==> config.mk <==
export PLATFORM = sky130hd
export DESIGN_NAME = alu_seq
export DESIGN_NICKNAME = d
export VERILOG_FILES = /design/src/rtl/alu_seq.sv
export SDC_FILE = /design/constraint.sdc
export NUM_CORES = 1
export LEC_CHECK = 0
export BUFFER_PORTS_ARGS = -buffer_cell sky130_fd_sc_hd__clkbuf_2
export CAP_MARGIN = 25
export CORE_MARGIN = 3
export CORE_UTILIZATION = 61
export CTS_BUF_LIST = sky130_fd_sc_hd__clkbuf_8 sky130_fd_sc_hd__clkbuf_16
export DETAILED_ROUTE_END_ITERATION = 10
export HOLD_SLACK_MARGIN = 0.06
export PLACE_DENSITY = 0.79
export SLEW_MARGIN = 20
export SYNTH_ARGS = -nofsm -noshare
export SYNTH_HDL_FRONTEND = slang
export SYNTH_SLANG_ARGS = --single-unit
==> constraint.sdc <==
create_clock -name clk -period 5.1 [get_ports clk]
set_clock_uncertainty 0.05 [all_clocks]
set_input_delay 1.02 -clock clk [delete_from_list [all_inputs] [get_ports clk]]
set_output_delay 1.02 -clock clk [all_outputs]
set_load 0.02 [all_outputs]
==> src/rtl/alu_seq.sv <==
// Handshaked sequential ALU: binary and logic ops finish in one edge, BCD ADD/SUB
// walks one nibble per edge, LSB nibble first.
module alu_seq #(
  parameter int unsigned WIDTH = 8
) (
  input  logic             clk,
  input  logic             reset,
  input  logic             in_valid,
  output logic             in_ready,
  input  logic [3:0]       in_op,
  input  logic             in_decimal,
  input  logic [WIDTH-1:0] in_a,
  input  logic [WIDTH-1:0] in_b,
  input  logic             in_carry,
  output logic             out_valid,
  input  logic             out_ready,
  output logic [WIDTH-1:0] out_y,
  output logic             out_carry,
  output logic             out_overflow,
  output logic             out_negative,
  output logic             out_zero,
  output logic             out_err
);

  localparam int unsigned Nibs = WIDTH / 4;

  localparam logic [3:0] OpAdd = 4'd0;
  localparam logic [3:0] OpSub = 4'd1;
  localparam logic [3:0] OpSr  = 4'd2;
  localparam logic [3:0] OpSl  = 4'd3;
  localparam logic [3:0] OpAnd = 4'd4;
  localparam logic [3:0] OpOr  = 4'd5;
  localparam logic [3:0] OpXor = 4'd6;

  typedef enum logic [1:0] {StIdle, StBusy, StDone} state_e;

  state_e           r_state, w_state_next;
  logic [WIDTH-1:0] r_a, r_b, r_y;
  logic             r_sub, r_c;
  logic [3:0]       r_nib;
  logic             r_carry, r_ovf, r_neg, r_zero, r_err;

  logic             w_dec_start;
  logic [WIDTH-1:0] w_bp;
  logic [WIDTH:0]   w_sum;
  logic [WIDTH-1:0] w_bin_y;
  logic             w_bin_c, w_bin_v, w_bin_err;

  logic [3:0]       w_na, w_nb, w_nib;
  logic [4:0]       w_s;
  logic [5:0]       w_d;
  logic             w_nc, w_last;
  logic [WIDTH-1:0] w_y_shift;

  assign w_dec_start = in_decimal && (in_op == OpAdd || in_op == OpSub);

  // Single-edge result for everything except BCD arithmetic.
  always_comb begin
    w_bp      = (in_op == OpSub) ? ~in_b : in_b;
    w_sum     = {1'b0, in_a} + {1'b0, w_bp} + (WIDTH+1)'(in_carry);
    w_bin_y   = '0;
    w_bin_c   = 1'b0;
    w_bin_v   = 1'b0;
    w_bin_err = 1'b0;
    case (in_op)
      OpAdd, OpSub: begin
        w_bin_y = w_sum[WIDTH-1:0];
        w_bin_c = w_sum[WIDTH];
        w_bin_v = (in_a[WIDTH-1] == w_bp[WIDTH-1]) && (w_sum[WIDTH-1] != in_a[WIDTH-1]);
      end
      OpSr: begin
        w_bin_y = {in_carry, in_a[WIDTH-1:1]};
        w_bin_c = in_a[0];
      end
      OpSl: begin
        w_bin_y = {in_a[WIDTH-2:0], in_carry};
        w_bin_c = in_a[WIDTH-1];
      end
      OpAnd:   w_bin_y = in_a & in_b;
      OpOr:    w_bin_y = in_a | in_b;
      OpXor:   w_bin_y = in_a ^ in_b;
      default: w_bin_err = 1'b1;
    endcase
  end

  // Operands shift right each BUSY edge, so the active nibble is always bits [3:0].
  always_comb begin
    w_na = r_a[3:0];
    w_nb = r_b[3:0];
    w_s  = {1'b0, w_na} + {1'b0, w_nb} + {4'b0, r_c};
    w_d  = {2'b0, w_na} - {2'b0, w_nb} - {5'b0, ~r_c};
    if (r_sub) begin
      if (w_d[5]) begin
        w_nib = w_d[3:0] + 4'd10;
        w_nc  = 1'b0;
      end else begin
        w_nib = w_d[3:0];
        w_nc  = 1'b1;
      end
    end else begin
      if (w_s > 5'd9) begin
        w_nib = w_s[3:0] + 4'd6;
        w_nc  = 1'b1;
      end else begin
        w_nib = w_s[3:0];
        w_nc  = 1'b0;
      end
    end
    w_y_shift = (r_y >> 4) | (WIDTH'(w_nib) << (WIDTH - 4));
    w_last    = (r_nib == 4'(Nibs - 1));
  end

  always_comb begin
    w_state_next = r_state;
    case (r_state)
      StIdle:  if (in_valid) w_state_next = w_dec_start ? StBusy : StDone;
      StBusy:  if (w_last) w_state_next = StDone;
      StDone:  if (out_ready) w_state_next = StIdle;
      default: w_state_next = StIdle;
    endcase
  end

  always_ff @(posedge clk or posedge reset) begin
    if (reset) begin
      r_state <= StIdle;
    end else begin
      r_state <= w_state_next;
    end
  end

  always_ff @(posedge clk or posedge reset) begin
    if (reset) begin
      r_a     <= '0;
      r_b     <= '0;
      r_y     <= '0;
      r_sub   <= 1'b0;
      r_c     <= 1'b0;
      r_nib   <= '0;
      r_carry <= 1'b0;
      r_ovf   <= 1'b0;
      r_neg   <= 1'b0;
      r_zero  <= 1'b0;
      r_err   <= 1'b0;
    end else begin
      case (r_state)
        StIdle: begin
          if (in_valid) begin
            if (w_dec_start) begin
              r_a   <= in_a;
              r_b   <= in_b;
              r_sub <= (in_op == OpSub);
              r_c   <= in_carry;
              r_nib <= '0;
            end else begin
              r_y     <= w_bin_y;
              r_carry <= w_bin_c;
              r_ovf   <= w_bin_v;
              r_neg   <= w_bin_y[WIDTH-1];
              r_zero  <= (w_bin_y == '0);
              r_err   <= w_bin_err;
            end
          end
        end
        StBusy: begin
          r_a   <= r_a >> 4;
          r_b   <= r_b >> 4;
          r_c   <= w_nc;
          r_nib <= r_nib + 4'd1;
          r_y   <= w_y_shift;
          if (w_last) begin
            r_carry <= w_nc;
            r_ovf   <= 1'b0;
            r_neg   <= w_y_shift[WIDTH-1];
            r_zero  <= (w_y_shift == '0);
            r_err   <= 1'b0;
          end
        end
        default: ;
      endcase
    end
  end

  assign in_ready     = (r_state == StIdle);
  assign out_valid    = (r_state == StDone);
  assign out_y        = r_y;
  assign out_carry    = r_carry;
  assign out_overflow = r_ovf;
  assign out_negative = r_neg;
  assign out_zero     = r_zero;
  assign out_err      = r_err;

endmodule

==> results by group <==
Worst setup path
  – Critical Path AT: 4240 ps
  – Crit end category: flop
  – Worst R2R Setup Slack: 1760 ps
  – CP max FO: 24
  – Worst path slowest cell: or4_1
  – Worst path max stage delay: 470 ps
  – WS Path Type: input port to flop
  – CP Launch Type: input port
  – CP top delay family: simple AND/OR/NAND/NOR gates
  – Most used cell, CP: fa_1
  – Req. time, crit path: 5230 ps
  – Buf/Inv on CP: 3
  – CP Cell Sequence: clkbuf_2, nor3_2, buf_4, and2_1, xnor2_1, fa_1, inv_1, fa_1, a211oi_2, or4_1, a31o_1, a221o_1, and4_1, a31oi_1, a2bb2oi_1

Clocking
  – Worst skew pair latency: 300 ps
  – TritonCTS clock tree: built
  – Hold buffers post-CTS: 0
  – H-tree Lvls: 2
  – Cts repair resizes: 0
  – Clock transition at the registers of the reported paths: 80 ps
  – Clock Tree Buf Depth: 2
  – Post-CTS setup buffer count: 0
  – Root Buffer Master: clkbuf_8
  – CTS buffer count: 5
  – CTS sink cnt: 37

Global routing
  – Remaining Overflow, GRT: 0
  – Met1 Resource Use GR: 0.351
  – Vias in the first global route: 3052
  – GRT met3 Usage: 0.0373
  – Initial antenna violation count: 0
  – Global-route wire length before repair: 14.4 mm
  – All-Layer GR Usage: 0.283
  – Pin count of the biggest net entering global routing: 38
  – GR Layer Usage met2: 0.495
  – Most crowded layer after global routing: met2

Pwr
  – Psw: 1000 uW
  – VDD IR max: 515 uV
  – Pint: 1190 uW
  – Power Density: 569 mW/mm^2
  – Logic pwr share: 0.624
  – Switching Share: 0.456
  – Part of the power in registers: 0.237
  – Clock Power Share: 0.139
  – Leakage: 0.00185 uW

Floorplan
  – Initial core utilization: 0.656
  – Num rows: 26
  – Die Y: 81.5 um
  – Boundary Pins: 41
  – Total Die Area: 0.00665 sq mm
  – Core Area: 0.00530 sq mm
  – Die Width: 81.5 um

Timing
  – Fmax: 0.243 GHz
  – PnR worst setup slack: 991 ps
  – Final setup viols: 0
  – Setup TNS: 0 ps
  – Post-layout minimum cycle time: 4110 ps
  – Slew margin rel.: 0.525
  – RSZ-0062 raised after global routing: false
  – Worst Max-Slew Pin Slew: 712 ps
  – Max Slew Vio Count: 0
  – Final worst path period share: 0.806
  – Fin. Hold Viols: 0

Finish
  – Share of layout cells above drive strength 1: 0.160
  – Fin cells: 520
  – Area delta synth->final: 10.8%
  – Ant diodes: 0
  – Fin area: 0.00386 sq mm
  – Nets: 516
  – # fillers: 423

Synth
  – YS warnings: 0
  – Top-area cell type share of the netlist area: 0.266
  – Area leader, netlist: dfrtp_1
  – Seq cells post-synth: 37
  – Commonest cells in the netlist: nor2_1, inv_1, dfrtp_1, nand2_1, ha_1
  – Cell count after synthesis: 419
  – Most frequent cell after synthesis: nor2_1
  – Avg Cell Area, Syn: 8.31 sq um
  – Yosys cell types: 58
  – Sequential-to-total area share from yosys stat: 0.266
  – Predominant post-synthesis flop cell: dfrtp_1
  – Synth Net Count: 486
  – Ranking of synthesized cells by area: dfrtp_1, ha_1, nor2_1
  – Async set-reset flop share out of synthesis: 1.00
  – Post-synth EDFFs: 0
  – Synthesized cell area: 0.00348 sq mm

Detailed routing
  – DR iter-0 viols: 195
  – Vias per Instance: 6.16
  – Vias: 3203
  – DRT Pass-1 Iters: 7
  – Drt drc: 0
  – Drt wl/cell: 17.0 um
  – Remaining antenna violation count after routing: 0
  – Post-Route WL: 8.82 mm

Place
  – Dpl ws: 714 ps
  – GPL Wtd Cong: 0.962
  – Post-DP HPWL: 6.92 mm
  – DP Cell Count: 512
  – Port Buf Inserts: 40
  – DP Area: 0.00372 sq mm

Worst hold path
  – Hold WC Path Type: flop to flop

Flow run
  – Max-cap violations: 0

Run status
  – Status: finished, final reports clean
## flip-flops by register name, indices dropped and copies added (netlist names)
signal and cells:
out_carry 1, out_err 1, out_negative 1, out_overflow 1
out_y 8, out_zero 1, r_a 8, r_b 8
r_c 1, r_nib 4, r_state 2, r_sub 1
## metrics by stage
step | hold WS [ps] | utilization | power (uW)
2_1_floorplan | 423 | - | 1570
3_3_place_gp | 439 | 0.702 | 1830
3_5_place_dp | 442 | 0.702 | 1880
4_1_cts | 463 | 0.727 | 2190
5_1_grt | 479 | 0.727 | 2410
6_report | 461 | 0.727 | 2190
## placed cells by master, fill, tap and decap left out, types with 3 or more instances in the layout
cell / synthesis / final
xor2_1: 6 / 6
clkbuf_8: 0 / 5
dfrtp_1: 37 / 37
nand2b_1: 8 / 8
o22ai_1: 4 / 4
nor2b_1: 6 / 5
nand2_1: 37 / 37
nor3_1: 4 / 4
o211ai_1: 7 / 7
a31oi_1: 6 / 6
inv_1: 38 / 38
xnor2_1: 16 / 16
mux2_2: 10 / 10
a21o_1: 5 / 5
mux2i_1: 11 / 11
ha_1: 36 / 36
fa_1: 5 / 5
and2_1: 3 / 3
o21ai_0: 25 / 25
a21oi_1: 23 / 23
clkbuf_2: 0 / 40
a22o_1: 9 / 9
buf_4: 0 / 6
nand3b_1: 4 / 4
nor2_1: 40 / 40
o2111ai_1: 3 / 3
nand4_1: 5 / 5
a211oi_1: 6 / 6
or2_2: 3 / 3
nand3_1: 4 / 4
## worst reg2reg max path, cell delays in order, from the launching register on
cell,delay [ps]
dfrtp_1,420
inv_1,80
ha_1,170
inv_1,60
fa_1,520
inv_1,70
ha_1,200
xnor2_1,150
ha_1,240
a211oi_1,350
xnor2_1,170
mux2i_1,100
mux2i_1,230
mux2i_1,140
mux2_2,290
## per-layer routing
layer / up-vias / routed length [um]
met5: - / 0
met4: 0 / 253
met3: 23 / 479
met2: 126 / 4390
met1: 1528 / 3700
li1: 1526 / -
## power by group through the flow
stage               logic (uW)  clock network, uW  registers (uW)
floorplan                 1020                  0             542
global placement          1310                  0             517
detailed placement        1360                  0             524
CTS                       1360                308             520
global route              1540                330             537
finish                    1370                306             519
## worst paths after layout
kind                          start           end  cells after the start
setup / recovery           in_op[2]      out_zero                     15
hold / removal               r_a[7]        r_a[7]                      1
setup reg to reg             r_a[0]  out_negative                     14
hold reg to reg              r_a[7]        r_a[7]                      1
max in group asynchronous     reset        r_b[3]                      3
min in group asynchronous     reset    r_state[1]                      3
## cell families (layout without fill, tap and decap cells)
group,count (synthesis),after routing,synth area share
xor gates and xnor gates,22,22,0.0554
AOI/OAI and AO/OA,112,112,0.216
muxes,21,21,0.0640
DFF,37,37,0.266
and+or+nand+nor,125,125,0.173
adders and majority gates,41,41,0.158
buffers and inverters,61,92,0.0676
## cell type report
class / count / area, sq um / area share
multi-input cells: 321 / 2320 / 0.602
well taps: 70 / 87.6 / 0.0227
inverters: 38 / 143 / 0.0370
clock buffers: 5 / 68.8 / 0.0178
flip-flops and latches: 37 / 926 / 0.240
clock inverters: 3 / 65.1 / 0.0169
repair buffers: 46 / 245 / 0.0636
Power figures use the tool's default switching activity.
